===== src/rtl/jump_target_table_if.sv =====
// Lookup, single-write and bulk-load signals of the jump target table.
// master drives requests and load beats; slave is the table.
interface jump_target_table_if #(
    parameter int PTR_W  = 5,
    parameter int ADDR_W = 12
);
    logic              RdReq;
    logic [PTR_W-1:0]  Jptr;
    logic [ADDR_W-1:0] PC;
    logic [ADDR_W-1:0] Jump;
    logic              JumpVld;
    logic              Miss;
    logic              WrEn;
    logic [PTR_W-1:0]  WrPtr;
    logic [ADDR_W:0]   WrData;
    logic              LoadStart;
    logic              LdValid;
    logic [ADDR_W:0]   LdData;
    logic              LdLast;
    logic              LdReady;
    logic              Busy;
    logic              LoadDone;

    modport master (
        output RdReq, Jptr, PC, WrEn, WrPtr, WrData,
        output LoadStart, LdValid, LdData, LdLast,
        input  Jump, JumpVld, Miss, LdReady, Busy, LoadDone
    );

    modport slave (
        input  RdReq, Jptr, PC, WrEn, WrPtr, WrData,
        input  LoadStart, LdValid, LdData, LdLast,
        output Jump, JumpVld, Miss, LdReady, Busy, LoadDone
    );
endinterface


===== src/rtl/jump_target_table.sv =====
// Writable branch-target table with registered lookup and streamed bulk load.
// Define JTT_REL_EN to store the Rel bit and resolve PC-relative entries.
module jump_target_table #(
    parameter int PTR_W  = 5,
    parameter int ADDR_W = 12
) (
    input  logic Clk,
    input  logic Reset,
    jump_target_table_if.slave bus
);
    localparam int DEPTH = 2 ** PTR_W;
`ifdef JTT_REL_EN
    localparam int EW = ADDR_W + 1;
`else
    localparam int EW = ADDR_W;
`endif

    typedef enum logic {IDLE, LOAD} state_t;

    state_t            state_q, state_d;
    logic [PTR_W-1:0]  cnt_q, cnt_d;
    logic [DEPTH-1:0]  valid_q, valid_d;
    logic [ADDR_W-1:0] jump_q, jump_d;
    logic              vld_q, vld_d;
    logic              miss_q, miss_d;
    logic              done_q, done_d;

    logic [EW-1:0]     mem_q [DEPTH];
    logic              wr_en;
    logic [PTR_W-1:0]  wr_idx;
    logic [EW-1:0]     wr_data;
    logic [EW-1:0]     rd_ent;
    logic              rd_hit;
    logic [ADDR_W-1:0] rd_tgt;

`ifndef JTT_REL_EN
    logic unused_ok;
    assign unused_ok = ^{bus.PC, bus.WrData[ADDR_W], bus.LdData[ADDR_W]};
`endif

    always_comb begin
        state_d = state_q;
        cnt_d   = cnt_q;
        valid_d = valid_q;
        jump_d  = jump_q;
        vld_d   = 1'b0;
        miss_d  = miss_q;
        done_d  = 1'b0;
        wr_en   = 1'b0;
        wr_idx  = bus.WrPtr;
        wr_data = bus.WrData[EW-1:0];
        rd_ent  = mem_q[bus.Jptr];
        rd_hit  = valid_q[bus.Jptr];
        rd_tgt  = '0;

        unique case (state_q)
            IDLE: begin
                if (bus.WrEn) begin
                    wr_en = 1'b1;
                end
                if (bus.LoadStart) begin
                    state_d = LOAD;
                    cnt_d   = '0;
                end
                // Same-cycle write to the looked-up index bypasses storage
                if (bus.WrEn && bus.WrPtr == bus.Jptr) begin
                    rd_ent = bus.WrData[EW-1:0];
                    rd_hit = 1'b1;
                end
`ifdef JTT_REL_EN
                rd_tgt = rd_ent[ADDR_W] ? bus.PC + rd_ent[ADDR_W-1:0]
                                        : rd_ent[ADDR_W-1:0];
`else
                rd_tgt = rd_ent;
`endif
                if (bus.RdReq) begin
                    vld_d  = 1'b1;
                    miss_d = !rd_hit;
                    jump_d = rd_hit ? rd_tgt : '0;
                end
            end
            LOAD: begin
                if (bus.LdValid) begin
                    wr_en   = 1'b1;
                    wr_idx  = cnt_q;
                    wr_data = bus.LdData[EW-1:0];
                    cnt_d   = cnt_q + 1'b1;
                    if (bus.LdLast || cnt_q == PTR_W'(DEPTH - 1)) begin
                        state_d = IDLE;
                        done_d  = 1'b1;
                    end
                end
            end
            default: state_d = IDLE;
        endcase

        if (wr_en) begin
            valid_d[wr_idx] = 1'b1;
        end
    end

    always_ff @(posedge Clk or posedge Reset) begin
        if (Reset) begin
            state_q <= IDLE;
            cnt_q   <= '0;
            valid_q <= '0;
            jump_q  <= '0;
            vld_q   <= 1'b0;
            miss_q  <= 1'b0;
            done_q  <= 1'b0;
        end else begin
            state_q <= state_d;
            cnt_q   <= cnt_d;
            valid_q <= valid_d;
            jump_q  <= jump_d;
            vld_q   <= vld_d;
            miss_q  <= miss_d;
            done_q  <= done_d;
        end
    end

    // Entry payload needs no reset; the valid bits guard it
    always_ff @(posedge Clk) begin
        if (wr_en) begin
            mem_q[wr_idx] <= wr_data;
        end
    end

    assign bus.Jump     = jump_q;
    assign bus.JumpVld  = vld_q;
    assign bus.Miss     = miss_q;
    assign bus.LdReady  = (state_q == LOAD);
    assign bus.Busy     = (state_q == LOAD);
    assign bus.LoadDone = done_q;
endmodule


===== src/flat_wrapper.sv =====
// flat-port wrapper written by rule: the top's interface ports become plain ports
module jump_target_table_flat 
#(
    parameter int PTR_W  = 5,
    parameter int ADDR_W = 12
)
  (Clk, Reset, bus_RdReq, bus_Jptr, bus_PC, bus_WrEn, bus_WrPtr, bus_WrData, bus_LoadStart, bus_LdValid, bus_LdData, bus_LdLast, bus_Jump, bus_JumpVld, bus_Miss, bus_LdReady, bus_Busy, bus_LoadDone);
  jump_target_table_if #(.PTR_W(PTR_W), .ADDR_W(ADDR_W)) bus_i ();
  input  logic Clk;
  input  logic Reset;
  input wire logic [$bits(bus_i.RdReq)-1:0] bus_RdReq;
  input wire logic [$bits(bus_i.Jptr)-1:0] bus_Jptr;
  input wire logic [$bits(bus_i.PC)-1:0] bus_PC;
  input wire logic [$bits(bus_i.WrEn)-1:0] bus_WrEn;
  input wire logic [$bits(bus_i.WrPtr)-1:0] bus_WrPtr;
  input wire logic [$bits(bus_i.WrData)-1:0] bus_WrData;
  input wire logic [$bits(bus_i.LoadStart)-1:0] bus_LoadStart;
  input wire logic [$bits(bus_i.LdValid)-1:0] bus_LdValid;
  input wire logic [$bits(bus_i.LdData)-1:0] bus_LdData;
  input wire logic [$bits(bus_i.LdLast)-1:0] bus_LdLast;
  output wire logic [$bits(bus_i.Jump)-1:0] bus_Jump;
  output wire logic [$bits(bus_i.JumpVld)-1:0] bus_JumpVld;
  output wire logic [$bits(bus_i.Miss)-1:0] bus_Miss;
  output wire logic [$bits(bus_i.LdReady)-1:0] bus_LdReady;
  output wire logic [$bits(bus_i.Busy)-1:0] bus_Busy;
  output wire logic [$bits(bus_i.LoadDone)-1:0] bus_LoadDone;
  assign bus_i.RdReq = bus_RdReq;
  assign bus_i.Jptr = bus_Jptr;
  assign bus_i.PC = bus_PC;
  assign bus_i.WrEn = bus_WrEn;
  assign bus_i.WrPtr = bus_WrPtr;
  assign bus_i.WrData = bus_WrData;
  assign bus_i.LoadStart = bus_LoadStart;
  assign bus_i.LdValid = bus_LdValid;
  assign bus_i.LdData = bus_LdData;
  assign bus_i.LdLast = bus_LdLast;
  assign bus_Jump = bus_i.Jump;
  assign bus_JumpVld = bus_i.JumpVld;
  assign bus_Miss = bus_i.Miss;
  assign bus_LdReady = bus_i.LdReady;
  assign bus_Busy = bus_i.Busy;
  assign bus_LoadDone = bus_i.LoadDone;
  jump_target_table #(.PTR_W(PTR_W), .ADDR_W(ADDR_W)) u_core (.Clk(Clk), .Reset(Reset), .bus(bus_i));
endmodule

===== config.mk =====
export PLATFORM = sky130hd
export DESIGN_NAME = jump_target_table_flat
export DESIGN_NICKNAME = d
export VERILOG_FILES = /design/src/rtl/jump_target_table_if.sv /design/src/rtl/jump_target_table.sv /design/src/flat_wrapper.sv
export SDC_FILE = /design/constraint.sdc
export NUM_CORES = 1
export LEC_CHECK = 0
export CAP_MARGIN = 25
export CORE_MARGIN = 10
export CORE_UTILIZATION = 44
export CTS_BUF_LIST = sky130_fd_sc_hd__clkbuf_4
export CTS_CLUSTER_SIZE = 25
export DETAILED_ROUTE_END_ITERATION = 8
export SLEW_MARGIN = 20
export SYNTH_ARGS = -nofsm -noshare
export SYNTH_HDL_FRONTEND = slang
export SYNTH_SLANG_ARGS = --single-unit

===== constraint.sdc =====
create_clock -name Clk -period 2.5 [get_ports Clk]
set_input_delay 0.5 -clock Clk [delete_from_list [all_inputs] [get_ports Clk]]
set_output_delay 0.5 -clock Clk [all_outputs]
set_load 0.05 [all_outputs]

==> results.sh <==
export IMPL_rsz0062_at_grt="no"
export IMPL_max_freq_ghz=0.4202
export IMPL_power_density_nw_per_um2=778.0
export IMPL_arrival_ns=1.88
export IMPL_clock_latency_ns=0.78
export IMPL_critPathKind="flop to output pin"
export IMPL_max_cap_viol_count=0
export IMPL_final_net_count=1358
export IMPL_cts_root_buf="clkbuf_4"
export IMPL_async_flop_share_pct=12.13
export IMPL_period_share_pct=95.19
export IMPL_drc=0
export IMPL_finalSetupViolCount=0
export IMPL_viasPerCell=5.316
export IMPL_post_dp_hpwl_mm=28.34
export IMPL_synth_top_area_share_pct=64.70
export IMPL_drv_slew=0
export IMPL_synth_area_per_cell_um2=17.47
export IMPL_finalHoldViolations=0
export IMPL_max_stage_delay_ns=0.56
export IMPL_synth_fp_nets=1077
export IMPL_synth_seq_area_share_pct=72.14
export IMPL_max_slew_worst_pin_slew_ns=0.5494
export IMPL_synth_area_top_cells="edfxtp_1 (65%), mux2i_1 (9.9%), dfrtp_1 (7.4%)"
export IMPL_finalNonFillerCells=1922
export IMPL_synthFlopType="edfxtp_1"
export IMPL_htreeDepth=3
export IMPL_fin_skew_ns=0.03732
export IMPL_max_slew_margin_pct=63.32
export IMPL_yosysMostFrequentCell="edfxtp_1"
export IMPL_num_vias=10220
export IMPL_synth_seq_cells=437
export IMPL_dp_cells=1716
export IMPL_cts_tree="done"
export IMPL_netlist_instances=1020
export IMPL_dieArea_um2=48950
export IMPL_clockBufferDepth=3
export IMPL_grt_usage_pct=17.42
export IMPL_peakVddDrop_mv=0.5059
export IMPL_drt_total_wl_mm=43.30
export IMPL_path_clk_slew_ns=0.07
export IMPL_cp_depth=2
export IMPL_cts_buffers_inserted=108
export IMPL_synth_area_um2=17820
export IMPL_cpLargestDelayFamily="buffers and inverters"
export IMPL_start_kind="flop"
export IMPL_antenna_found_initial=1
export IMPL_grt_max_degree=33
export IMPL_first_pass_iters=5
export IMPL_hold_class="input port to asynchronous set/reset pin"
export IMPL_worstPathMaxFanout=14
export IMPL_drtAntennaViolNets=0
export IMPL_grt_pass1_wl_mm=65.02
export IMPL_p_leak_nw=8.268
export IMPL_avgRoutedWirePerCell_um=22.53
export IMPL_fp_coreArea_um2=39910
export IMPL_die_height_um=221.3
export IMPL_numPortBuffers=57
export IMPL_drive_above_1_share_pct=32.40
export IMPL_start_util_pct=44.65
export IMPL_drt_iter0_markers=814
export IMPL_ys_types=40
export IMPL_utilization_pct=55.33
export IMPL_fp_dieW_um=221.3
export IMPL_cp_end_kind="output pin"
export IMPL_reg2regPathDepth=7
export IMPL_period_needed_ns=2.380
export IMPL_grt_remaining_overflow=0
export IMPL_p_total_w=0.01718
export IMPL_gp_routability_congestion=0.7887
export IMPL_yosysTopAreaCell="edfxtp_1"
export IMPL_yosys_top_cells_count="edfxtp_1 (384), mux2i_1 (176), a22oi_1 (80)"
export IMPL_num_io_pins=72
export IMPL_critPathBufInv=2
export IMPL_cp_slowest_cell="dlygate4sd2_1"
export IMPL_ys_warn_count=0
export IMPL_fin_hold_ws_ns=0.07639
export IMPL_syn_to_final_growth_pct=23.92
export IMPL_post_cts_buffers=0
export IMPL_grt_pass1_vias=10580
export IMPL_fill_cells=3197
export IMPL_clkSinkCount=437
export IMPL_synth_edf_count=384
export IMPL_required_ns=2.00
export IMPL_placementRows=73
export IMPL_outcome="finished clean"
export IMPL_crit_chain="buf_4 > dlygate4sd2_1"
## worst paths after layout
path,slack [ns],end,from
setup / recovery,0.12,bus_LdReady,u_core.bus.Busy
hold reg to reg,0.46,u_core.valid_q[26],u_core.valid_q[26]
max in group asynchronous,1.89,u_core.valid_q[3],Reset
setup reg to reg,0.45,u_core.mem_q[16][8],u_core.bus.Busy
min in group Clk,0.33,u_core.bus.LoadDone,bus_LdLast
hold / removal,0.08,u_core.valid_q[13],Reset
## power breakdown
part	internal [W]	switching [W]	total [W]	leakage, nW
Sequential	0.00854	0.000220	0.00876	4.09
Clock	0.00315	0.00278	0.00593	0.842
Combinational	0.00107	0.00143	0.00249	3.34
Total	0.0128	0.00443	0.0172	8.27
## state kept, by name, summed over array words and instances, names as in the netlist
name / cells
u_core.bus.JumpVld: 1
u_core.valid_q: 32
u_core.bus.Jump: 12
u_core.bus.Busy: 1
u_core.bus.LoadDone: 1
u_core.bus.Miss: 1
u_core.cnt_q: 5
u_core.mem_q: 384
## layer usage
metal,share of wire [%],GRT usage (%),routed length (um),vias up
met3,5.1,3.322,2212,54
met5,0,0,0,-
li1,-,-,-,4695
met4,1.7,5.746,722,0
met1,43,22.77,18810,5179
met2,50,28.66,21560,290
## logic make-up after synthesis
family | after synthesis | synth area share, %
adder cells (fa/ha/maj) | 2 | 0.1404
flip-flops | 437 | 72.14
multiplexers | 217 | 13.99
AND/OR/NAND/NOR | 156 | 5.104
buffers and inverters | 60 | 2.576
AO/OA/AOI/OAI | 142 | 5.750
XOR/XNOR | 6 | 0.2949
## worst register-to-register path, delay by kind of cell, from the launching register on
kind | cells | cell delay (ns)
mux | 1 | 0.35
flops | 1 | 0.38
buf+inv | 2 | 0.33
simple gates | 4 | 0.67
## cell type report
cell class	instances	area, um2	share of cell area, %
Tap cell	525	656.9	2.974
Clock buffer	159	1194	5.405
Antenna cell	2	5.005	0.02266
Sequential cell	437	12860	58.22
Multi-Input combinational cell	523	4511	20.42
Timing Repair Buffer	227	2599	11.77
Clock inverter	45	247.7	1.122
Inverter	4	15.01	0.06798
## cells in the final DEF, fill, tap and decap left out, drive strengths merged, types with 2 or more instances in the layout
master         synthesis  layout
clkdlybuf4s50          0      39
edfxtp               384     384
xnor2                  2       2
dlymetal6s2s           0       8
a221oi                12      12
a21oi                 39      39
nor4                  14      14
clkinv                 0      39
bufinv                 0       2
mux4                  24      24
dlygate4sd2            0       9
ha                     2       2
buf                   50     171
xor2                   4       4
mux2i                176     176
nor2b                  4       4
mux2                  17      17
diode                  0       2
nand2b                 6       6
nand3                  5       5
o21ai                  6       6
inv                    4       6
nor2                  51      51
or2                   33      33
nor3                  13      13
and3                   2       2
clkbuf                 6     159
clkinvlp               0       2
dfrtp                 53      53
nand2                 27      27
a22oi                 80      80
## per-stage QoR
step                setup slack (ns)  setup TNS (ns)  instance area [um2]
floorplan                   0.003225               0                17820
global placement             -0.4221          -14.83                20630
detailed placement           -0.3888          -15.32                20630
CTS                         0.005942               0                22060
global route                 0.01594               0                22080
finish                        0.1203               0                22080
## timing repair
| item | 4_1_cts | 5_1_grt |
|---|---|---|
| hold endpoints to repair | 0 | 0 |
| endpoints found under the setup margin | 9 | 8 |
| gates resized for setup | 9 | 8 |
| cloned | 0 | 0 |
| hold buffers | 0 | 0 |
Power figures use the tool's default switching activity.
